===== config.mk =====
export PLATFORM = sky130hd
export DESIGN_NAME = commutator_demux
export DESIGN_NICKNAME = d
export VERILOG_FILES = /design/src/rtl/ppi_pkg.sv /design/src/rtl/commutator_demux_dff.sv /design/src/rtl/commutator_demux.sv
export SDC_FILE = /design/constraint.sdc
export NUM_CORES = 1
export LEC_CHECK = 0
export BUFFER_PORTS_ARGS = -buffer_cell sky130_fd_sc_hd__clkbuf_2
export CORE_ASPECT_RATIO = 0.5
export CORE_MARGIN = 1
export CORE_UTILIZATION = 35
export CTS_CLUSTER_DIAMETER = 40
export DETAILED_ROUTE_END_ITERATION = 6
export GPL_TIMING_DRIVEN = 0
export HOLD_SLACK_MARGIN = 0.1
export MAX_ROUTING_LAYER = met4
export SLEW_MARGIN = 20
export SYNTH_ARGS = -nofsm -noshare
export SYNTH_HDL_FRONTEND = slang
export SYNTH_HIERARCHICAL = 1
export SYNTH_SLANG_ARGS = --single-unit

===== constraint.sdc =====
create_clock -name i_clk -period 3.6 [get_ports i_clk]
set_input_delay 0.72 -clock i_clk [delete_from_list [all_inputs] [get_ports i_clk]]
set_output_delay 0.72 -clock i_clk [all_outputs]
set_load 0.01 [all_outputs]

===== src/rtl/ppi_pkg.sv =====
// Shared helpers for polyphase lane packing: phase-counter width and lane slice offsets.
package ppi_pkg;

  // Phase counter width: max(1, clog2(n)) so a 1- or 2-lane design still gets one bit.
  function automatic int unsigned phase_w(input int unsigned n);
    return (n < 2) ? 1 : $clog2(n);
  endfunction

  // LSB position of lane 'lane' in a packed frame of 'w'-bit lanes.
  function automatic int unsigned lane_lsb(input int unsigned lane, input int unsigned w);
    return lane * w;
  endfunction

endpackage


===== src/rtl/commutator_demux_dff.sv =====
// Enabled register for one output lane of the frame.
// Ports: i_clk, i_rst (async active-high), i_ena (load strobe), i_d (lane in), o_q (lane out).
module commutator_demux_dff #(
  parameter int unsigned gp_width = 8
) (
  input  logic                i_clk,
  input  logic                i_rst,
  input  logic                i_ena,
  input  logic [gp_width-1:0] i_d,
  output logic [gp_width-1:0] o_q
);

  always_ff @(posedge i_clk or posedge i_rst) begin
    if (i_rst) begin
      o_q <= '0;
    end else if (i_ena) begin
      o_q <= i_d;
    end
  end

endmodule


===== src/rtl/commutator_demux.sv =====
// Serial-to-parallel commutator: fans accepted samples out over gp_nr_phases lanes
// and presents a complete frame on o_data once the last lane is filled.
// Ports: i_clk, i_rst (async active-high), i_ena (global enable), i_valid (sample strobe),
//        i_sync (frame restart), i_data (sample), o_data (frame), o_valid (frame pulse),
//        o_phase (next lane to fill), o_sync_err (sticky partial-frame discard flag).
module commutator_demux
  import ppi_pkg::*;
#(
  parameter int unsigned gp_data_width = 8,
  parameter int unsigned gp_nr_phases  = 4
) (
  input  logic                                  i_clk,
  input  logic                                  i_rst,
  input  logic                                  i_ena,
  input  logic                                  i_valid,
  input  logic                                  i_sync,
  input  logic [gp_data_width-1:0]              i_data,
  output logic [gp_nr_phases*gp_data_width-1:0] o_data,
  output logic                                  o_valid,
  output logic [phase_w(gp_nr_phases)-1:0]      o_phase,
  output logic                                  o_sync_err
);

  localparam int unsigned W  = gp_data_width;
  localparam int unsigned PW = phase_w(gp_nr_phases);
  // The last lane bypasses staging and is taken straight from i_data.
  localparam int unsigned NS = gp_nr_phases - 1;

  logic [PW-1:0] phase_q;
  logic [W-1:0]  stage_q [NS];
  logic          accept_c;
  logic          last_c;
  logic          frame_done_c;

  assign accept_c     = i_ena & i_valid;
  assign last_c       = (phase_q == PW'(gp_nr_phases - 1));
  // A sync coinciding with the last sample restarts the frame instead of completing it.
  assign frame_done_c = accept_c & ~i_sync & last_c;
  assign o_phase      = phase_q;

  // Phase counter; wraps explicitly so unused codes of a non-power-of-two count are unreachable.
  always_ff @(posedge i_clk or posedge i_rst) begin
    if (i_rst) begin
      phase_q <= '0;
    end else if (i_ena) begin
      if (i_sync) begin
        phase_q <= accept_c ? PW'(1) : '0;
      end else if (accept_c) begin
        phase_q <= last_c ? '0 : phase_q + PW'(1);
      end
    end
  end

  // Staging lanes; sync clears them and a coincident sample lands in lane 0.
  always_ff @(posedge i_clk or posedge i_rst) begin
    if (i_rst) begin
      for (int p = 0; p < int'(NS); p++) begin
        stage_q[p] <= '0;
      end
    end else if (i_ena) begin
      for (int p = 0; p < int'(NS); p++) begin
        if (i_sync) begin
          stage_q[p] <= (accept_c && p == 0) ? i_data : '0;
        end else if (accept_c && phase_q == PW'(p)) begin
          stage_q[p] <= i_data;
        end
      end
    end
  end

  // Frame pulse is not gated by i_ena so it always drops after one cycle.
  always_ff @(posedge i_clk or posedge i_rst) begin
    if (i_rst) begin
      o_valid <= 1'b0;
    end else begin
      o_valid <= frame_done_c;
    end
  end

  // Sticky flag for a sync that throws away a partially filled frame.
  always_ff @(posedge i_clk or posedge i_rst) begin
    if (i_rst) begin
      o_sync_err <= 1'b0;
    end else if (i_ena && i_sync && phase_q != '0) begin
      o_sync_err <= 1'b1;
    end
  end

  // Output frame register, one enabled lane register each.
  for (genvar p = 0; p < gp_nr_phases; p++) begin : g_lane
    logic [W-1:0] d_c;
    if (p == gp_nr_phases - 1) begin : g_direct
      assign d_c = i_data;
    end else begin : g_staged
      assign d_c = stage_q[p];
    end
    commutator_demux_dff #(.gp_width(W)) u_dff (
      .i_clk (i_clk),
      .i_rst (i_rst),
      .i_ena (frame_done_c),
      .i_d   (d_c),
      .o_q   (o_data[lane_lsb(p, W) +: W])
    );
  end

endmodule


* Word-level counts from Yosys, hierarchy flattened *
Cells that the tools add are included.

operators by class
  add/sub/neg operators = 1
  equality and inequality tests = 3
  muxes and demuxes = 11
  bitwise gates (word level) = 4
  reduce and logical (&&, ||, !) cells = 15

operator list
  cell                                                  number
  2-to-1 mux 8 bit                                      7
  nonzero test 2 bit                                    5
  AND reduction 2 bit                                   4
  2-to-1 mux 2 bit                                      3
  logical AND 1 bit                                     5
  equality test 2 bit (second input constant)           2
  AND 1 bit                                             3
  adder 2 x 1 -> 2 bit (second input constant)          1
  equality test 2 x 1 -> 1 bit (second input constant)  1
  logical NOT 2 bit                                     1
  2-to-1 mux 1 bit                                      1
  inverter 1 bit                                        1

word-level totals
  flip-flop bits (word level) = 60
  bits of input ports = 13
  output and inout bits = 36
  logic and storage cells = 44

* Longest topological paths before layout *
Gate-level depths: netlist of run 1.

  depth in word-level cells = 4
  gate-level depth with buffers = 7
  gate-level depth less buffers = 5

* Cells and area by module *
The synthesis of run 1 kept the hierarchy.

by module, submodules not included
  module                times used  cells each  area each (um^2)  sequential area each (um^2)
  commutator_demux_dff  4           18          335.3             200.2
  commutator_demux      1           95          1,202.4           700.7

* Worst setup path before layout of run 1 *
OpenSTA, ideal clock, no wires.

  path type = input port to flip-flop
  start = input port i_sync
  end = register g_lane[0].u_dff.o_q[0]
  setup time = 0.125 ns
  data arrival time = 1.713 ns
  required time = 3.475 ns
  slack = 1.762 ns
  cell stages on the path = 5
  path buffers = 2
  cell sequence = buf_2 -> nor2_1 -> and2_1 -> buf_6 -> mux2_4

between the ends
  cells in the longest elaborated chain, start to end = 3

RTL lines
  item                     line                        text
  start, declared          commutator_demux.sv:16      input logic i_sync,
  inverter 1 bit           commutator_demux.sv:38      assign frame_done_c = accept_c & ~i_sync & last_c;
  AND 1 bit (2 in series)  commutator_demux.sv:38
  named net frame_done_c   commutator_demux.sv:33      logic frame_done_c;
  end signal, assigned     commutator_demux_dff.sv:17  o_q <= i_d;
  end, declared            commutator_demux_dff.sv:10  output logic [gp_width-1:0] o_q

The timed path passes the listed nets, and every way through them passes these cells.
A chain may end at the register's enable or synchronous reset.

* Final worst setup path of run 1 *
  start = input port i_sync
  end = register g_lane[0].u_dff.o_q[1]

The elaborated chain is that of the path after synthesis.

==> impl_results.md, run 1 <==
* Outcome: complete, no violations
* Reg clk slew, reported paths at 0.05 ns
* GR Overflow Total at 0
* Nets at 243
* P_int at around 1.5 mW
* Largest net degree at the start of global routing at 29
* Area delta synth->final at 25.9%
* Crit path capture type: flop
* Leakage at approximately 1.6 nW
* Worst vdd ir at approximately 0.00024 V
* Final worst setup slack at approximately 1.7 ns
* DRC Markers at 0
* Setup TNS at 0 ns
* Number of vias per cell at just under 5
* First-pass GRT wire length at just under 9000 µm
* Initial DRC count at approximately 140
* Post-synth cell types at 27
* Hold_ws at between 0.4 and 0.5 ns
* RR Startpoint: o_phase[0]$_DFFE_PP0P_
* Reg-to-Reg End: g_lane[2].d_c[2]$_DFFE_PP0P_
* CP Max Fanout at 10
* R2R Setup Slk at 1.91 ns
* Post-Layout Cell Count at 322
* Max frequency at ~530 MHz
* DP Area at between 2000 and 3000 µm²
* Initial Util at between 30% and 40%
* Total power draw at 1.92 mW
* Final WL at between 5000 and 6000 µm
* CP required at around 3.8 ns
* Synth top area share at a little under 60%
* Switching Fraction at 23.2%
* CTS tree: done
* Critical path arrival at between 2 and 2.5 ns
* Sw power at 446 µW
* Max Transition Viols Final at 0
* Post-DR wirelength/cell at between 15 and 20 µm
* Post-Syn Nets at between 150 and 200
* Via count at 1571
* Core area at between 6000 and 7000 µm²
* Rows at 21
* Avg Cell Area, Syn at ~15 µm²
* Port bufs at 48
* RSZ-0062 raised after global routing: no
* Final setup vio count at 0
* Top cells by area, synth: dfrtp_1 (59%), mux2_4 (19%), a22o_1 (5.2%)
* CTS Hold Bufs at 0
* Slowest stage cell, crit path: and2_1
* Die area at 7630 µm²
* Final Hold Viols at 0
* Total GRT Usage at between 10% and 20%
* Vias in the first global route at around 1700
* Comb power frac at approximately an eighth
* Postcts setup bufs at 0
* Final Instance Area at 3200 µm²
* Synth warn at 6
* Tcrit/Tclk final at a little over half
* Crit path cell chain: clkbuf_2 -> buf_2 -> nor2_1 -> and2_1 -> buf_6 -> mux2_4
* Post-layout util at roughly 47%
* Post-synth top area cell: dfrtp_1
* Reg2reg path depth at 5
* CP max stage delay at 0.35 ns
* Tmin final at 1.90 ns
* Root Buffer: clkbuf_16
* # placed instances at ~310
* Startpoint Class: primary input
* Initial antenna violation count at 0
* Number of buffers created by CTS at 9
* Actual slew at the worst max-slew pin at roughly 0.58 ns
* # IOs at approximately 50
* Sequential Power Share at a little over two fifths
* Die X at roughly 120 µm
* Final GP Congestion at ~0.83
* Drt first pass iters at 4
* Clock sink count at 60
* Placed wire-length estimate at 3870 µm
* Share of layout cells above drive strength 1 at a little under half
* Pre-CTS setup slack at about 1.4 ns
* Worst setup path class: in -> reg
* Max clock buf depth at 2
* Worst Hold Class: in -> async
* Clk Latency, worst-skew pair at ~0.32 ns
* DIE HEIGHT at 62.3 µm
* Fill cell count at around 600
* H-tree depth at 3
* Max_cap viols at 0
* Antenna Nets Post-Route at 0
* Clock Skews at approximately 0.0039 ns
* Max-slew headroom at between 60% and 70%
* Power share of the clock group at 45.1%
* Seq cells post-synth at 60
* Post-synthesis sequential area ratio at 59.0%
* PwrDens at around 600 nW/µm²
* Post-Syn Area at between 2000 and 3000 µm²
* Cells after synthesis at around 170
* Antenna cells at 0
* Resized Gates After CTS at 0
[Yosys cell counts]
library cell,n
and2_4,1
nand2_1,5
and2_2,1
clkbuf_1,1
a221o_1,4
inv_1,9
o21ai_0,3
a22o_1,15
and4_2,1
nor2b_4,1
o22ai_1,1
dfrtp_1,60
a21oi_1,1
buf_6,6
nor2b_1,1
o21bai_1,1
nor2_1,6
and2_1,1
ha_1,4
a32o_1,2
or2b_2,1
buf_2,1
a22o_2,3
o21ai_1,1
mux2_4,32
a21o_2,1
nor3b_1,4
[sequential cells by signal, indices dropped and copies added, names as in the netlist]
| name | count |
|---|---|
| g_lane.u_dff/o_q | 32 |
| g_lane.d_c | 24 |
| o_phase | 2 |
| o_sync_err | 1 |
| o_valid | 1 |
[power groups by stage]
stage                     Clock (mW)  Combinational (mW)  Sequential (mW)
final                          0.865               0.246            0.808
after global routing           0.910               0.269            0.816
after CTS                      0.880               0.249            0.808
after detailed placement           0               0.246            0.817
after global placement             0               0.241            0.815
after floorplan                    0               0.141            0.822
[final cells by class]
type                    count  area [µm²]  share of cell area [%]
repair buffers             48         240                    7.50
clock inverters             1        30.0                   0.938
flip-flops and latches     60        1500                    46.9
multi-input cells          90         932                    29.1
plain buffers               8        76.3                    2.38
clock buffers              14         274                    8.55
well taps                  92         115                    3.59
inverters                   9        33.8                    1.05
[worst max-delay path by stage]
stage	startpoint	end	slack (ns)	depth (start not counted)
after floorplan	i_sync	g_lane[0].u_dff/o_q[0]$_DFFE_PP0P_	1.76	5
after global placement	i_sync	g_lane[0].u_dff/o_q[6]$_DFFE_PP0P_	1.40	6
after detailed placement	i_sync	g_lane[1].u_dff/o_q[0]$_DFFE_PP0P_	1.38	6
after CTS	i_sync	g_lane[2].u_dff/o_q[5]$_DFFE_PP0P_	1.71	6
after global routing	i_sync	g_lane[0].u_dff/o_q[7]$_DFFE_PP0P_	1.64	6
final	i_sync	g_lane[0].u_dff/o_q[1]$_DFFE_PP0P_	1.70	6
[per-layer routing]
metal	track usage [%]	part of all wire, %	vias to the layer above
met3	5.42	4.5	12
met2	22.6	44	45
met1	22.1	50	803
met4	7.32	2.0	0
met5	-	0	-
li1	-	-	711
[cells by family after synthesis]
kind of cell / count (synthesis) / synth area share, %
multiplexers: 32 / 18.9
AO/OA/AOI/OAI: 32 / 10.6
buffers and inverters: 17 / 4.33
AND/OR/NAND/NOR: 22 / 5.21
adder cells (fa/ha/maj): 4 / 1.97
flip-flops: 60 / 59.0
[worst max-delay path, delay by kind of cell]
family	cells	cell delay, ns
buffers and inverters	3	0.56
and+or+nand+nor	2	0.51
muxes	1	0.31
[cells in the final DEF, fill, tap and decap left out, drive strengths merged]
master  instances
and2            3
nand2           5
nor2            6
a21oi           1
a221o           4
or2b            1
a32o            2
clkbuf         63
o22ai           1
inv             9
buf             7
and4            1
mux2           32
bufinv          1
nor2b           2
o21ai           4
ha              4
nor3b           4
dfrtp          60
a22o           18
a21o            1
o21bai          1
Power figures use the tool's default switching activity.
==> run 2: changes to the inputs <==
- ABC_AREA: default -> 1
- clock period: 3.6 -> 1.7 ns (I/O delays scaled with it)
==> run 2 against run 1 <==
Net effect:
- clock-buffer cell count down 4
- worst setup slack lost 1.5 ns
- first-iteration DRC count shrank 36%
- final area increased by 1.6%
- critical path type is now reg -> reg
- critical endpoint is now g_lane[0].u_dff/o_q[2]$_DFFE_PP0P_
- largest cell class unchanged
==> impl_results.md, run 2 <==
* Reg clk slew, reported paths at 0.05 ns (about the same)
* Number of vias per cell at 4.59 (-5.8%)
* Avg Cell Area, Syn at 8.48 µm² (-44%)
* Synth top cells by count: nand2_1 (171), dfrtp_1 (60), nand3_1 (25)
* Root Buffer: clkbuf_16
* Share of flip-flops with an asynchronous set or reset at 100% (unchanged)
* Reg2reg path depth at 6 (+1)
* Vias in the first global route at 2102 (+25%)
* Synth top area share at 58.1% (-0.97 points)
* Tcrit/Tclk final at between 90% and 100%
* Fill cell count at 675 (+13%)
* Post-synth EDFFs at 0 (unchanged)
* CP Max Fanout at 9 (-1)
* Setup TNS at 0 ns (unchanged)
* Final GP Congestion at 0.842 (+2.1%)
* Hold_ws at 0.253 ns (-0.172 ns)
* Max reg flops at 32 (unchanged)
* Worst vdd ir at 0.000484 V (+100%)
* GR Overflow Total at 0 (unchanged)
* Core area at 6910 µm² (+0.77%)
* Post-synthesis sequential area ratio at 58.1% (-0.97 points)
* R2R Setup Slk at 0.15 ns (-1.76 ns)
* Final WL at 5650 µm (+3.0%)
* Post-layout util at 47.1% (+0.41 points)
* Largest net degree at the start of global routing at 29 (unchanged)
* Port bufs at 46 (-4.2%)
* Total GRT Usage at 17.2% (+0.72 points)
* Number of buffers created by CTS at 9 (unchanged)
* Pre-CTS setup slack at -0.0513 ns (-1.43 ns)
* Seq cells post-synth at 60 (unchanged)
* Antenna cells at 0 (unchanged)
* Total power draw at 4.25 mW (+120%)
* Critical path arrival at 1.76 ns (-0.34 ns)
* Post-Syn Nets at 322 (+75%)
* Final Hold Viols at 0 (unchanged)
* Max_cap viols at 0 (unchanged)
* Actual slew at the worst max-slew pin at 0.560 ns (-0.0156 ns)
* Commonest non-fill, non-tap cell in the layout: nand2_1
* First-pass GRT wire length at 9630 µm (+7.6%)
* Worst Hold Class: in -> reg
* Max-slew headroom at 62.6% (+1.0 points)
* Area delta synth->final at 25.9% (about the same)
* Most frequent cell after synthesis: nand2_1
* Cells after synthesis at 305 (+83%)
* Tmin final at 1.55 ns
* Drt first pass iters at 5 (+1)
* DRC Markers at 0 (unchanged)
* RSZ-0062 raised after global routing: no
* Final Instance Area at 3260 µm² (+1.6%)
* Initial DRC count at 91 (-36%)
* Post-synth top area cell: dfrtp_1
* CP required at 1.91 ns (-1.89 ns)
* Synth warn at 6 (unchanged)
* Post-DR wirelength/cell at 12.3 µm (-28%)
* Antenna Nets Post-Route at 0 (unchanged)
* Worst setup path class: reg -> reg
* Crit path capture type: flop
* DIE HEIGHT at 62.8 µm (+0.81%)
* Post-Syn Area at 2590 µm² (+1.7%)
* CTS tree: done
* Final worst setup slack at 0.154 ns (-1.55 ns)
* Initial antenna violation count at 0 (unchanged)
* Post-Layout Cell Count at 460 (+43%)
* Rows at 21 (unchanged)
* H-tree depth at 3 (unchanged)
* Startpoint Class: flop
* Max frequency at ~650 MHz
* # IOs at 49 (unchanged)
* Outcome: complete, no violations
* Via count at 2113 (+35%)
* Hold path startpoint: i_data[6]
* Top cells by area, synth: dfrtp_1 (58%), nand2_1 (25%), nand3_1 (4.8%)
* Max clock buf depth at 2 (unchanged)
* PwrDens at 1300 nW/µm² (+120%)
* RR Startpoint: o_phase[0]$_DFFE_PP0P_
* Top FF cell, synth: dfrtp_1
* Placed wire-length estimate at 4320 µm (+11%)
* # placed instances at 443 (+44%)
* DP Area at 2940 µm² (+1.3%)
* Share of layout cells above drive strength 1 at 22.8% (-25 points)
* Initial Util at 37.4% (+0.33 points)
* Nets at 380 (+56%)
* WHS Endpoint: g_lane[3].u_dff/o_q[6]$_DFFE_PP0P_
* Hold path cells at 3
* Die X at 124 µm (+0.82%)
* Clock sink count at 60 (unchanged)
* Most frequent cells in the layout: nand2_1 (171), dfrtp_1 (60), clkbuf_2 (46), nand3_1 (25), inv_1 (18)
* Reg-to-Reg End: g_lane[0].u_dff/o_q[2]$_DFFE_PP0P_
* Die area at 7760 µm² (+1.6%)
* Clk Latency, worst-skew pair at 0.32 ns (about the same)
* Post-synth cell types at 16 (-41%)
* Final setup vio count at 0 (unchanged)
* Max Transition Viols Final at 0 (unchanged)
* Top reg by flops: g_lane.u_dff/o_q
* Leakage at 1.94 nW (+19%)
* Clock Skews at 0.00638 ns (+0.00248 ns)
run 2: cell types whose count changed in the layout (fill, tap and decap cells not counted), moves of 6 or more:
cell	previous run	this run
inv_1	8	18
mux2_4	32	0
nand2_1	5	171
a22o_1	15	0
nor2_1	6	0
nand3_1	0	25
run 2: area by class of cell:
cell class / instances / area (µm²) / share of cell area [%]
Inverter: 24 / 90.1 / 2.77
Clock inverter: 6 / 63.8 / 1.96
Tap cell: 92 / 115 / 3.54
Timing Repair Buffer: 47 / 240 / 7.38
Multi-Input combinational cell: 213 / 926 / 28.4
Sequential cell: 60 / 1500 / 46.1
Clock buffer: 10 / 239 / 7.34
Buffer: 8 / 80.1 / 2.46
run 2: how the worst max path moves through the flow:
stage / startpoint / endpoint / cells past startpoint
5_1_grt: o_phase[0]$_DFFE_PP0P_ / g_lane[2].u_dff/o_q[1]$_DFFE_PP0P_ / 6
3_5_place_dp: i_valid / g_lane[3].u_dff/o_q[4]$_DFFE_PP0P_ / 7
6_report: o_phase[0]$_DFFE_PP0P_ / g_lane[0].u_dff/o_q[2]$_DFFE_PP0P_ / 6
2_1_floorplan: o_phase[0]$_DFFE_PP0P_ / g_lane[0].u_dff/o_q[0]$_DFFE_PP0P_ / 6
3_3_place_gp: i_valid / g_lane[3].u_dff/o_q[3]$_DFFE_PP0P_ / 7
4_1_cts: i_rst / o_phase[1]$_DFFE_PP0P_ / 3
run 2: report_power, final:
part           internal, mW  switching (mW)  total, mW
sequential             1.68           0.146       1.83
combinational         0.239           0.392      0.631
clock                  1.17           0.621       1.79
run 2: cells by family (layout without fill, tap and decap cells):
| family | count (synthesis) | after routing | share of synthesized area (%) |
|---|---|---|---|
| buffers and inverters | 32 | 95 | 6.58 |
| and+or+nand+nor | 204 | 204 | 32.2 |
| adders and majority gates | 4 | 4 | 1.94 |
| AOI/OAI and AO/OA | 5 | 5 | 1.21 |
| DFF | 60 | 60 | 58.1 |
run 2: critical path: stages, from the launching register on:
cell     delay [ns]
dfrtp_1        0.41
ha_1           0.21
nor3b_4        0.43
buf_6          0.20
inv_2          0.07
nand2_1        0.06
nand2_1        0.06
run 2: per-layer routing:
metal  GRT usage (%)  vias up  wire, µm
li1                -     1046         -
met1            21.5     1007      2670
met2            25.0       54      2530
met3            7.57        6       370
met4            5.42        0        74
met5               -        -         0
run 2: timing repair:
item,CTS,global route
resized for setup,1,0
setup buffers,0,0
hold buffers,1,0
endpoints found under the hold margin,32,0
endpoints found under the setup margin,14,0
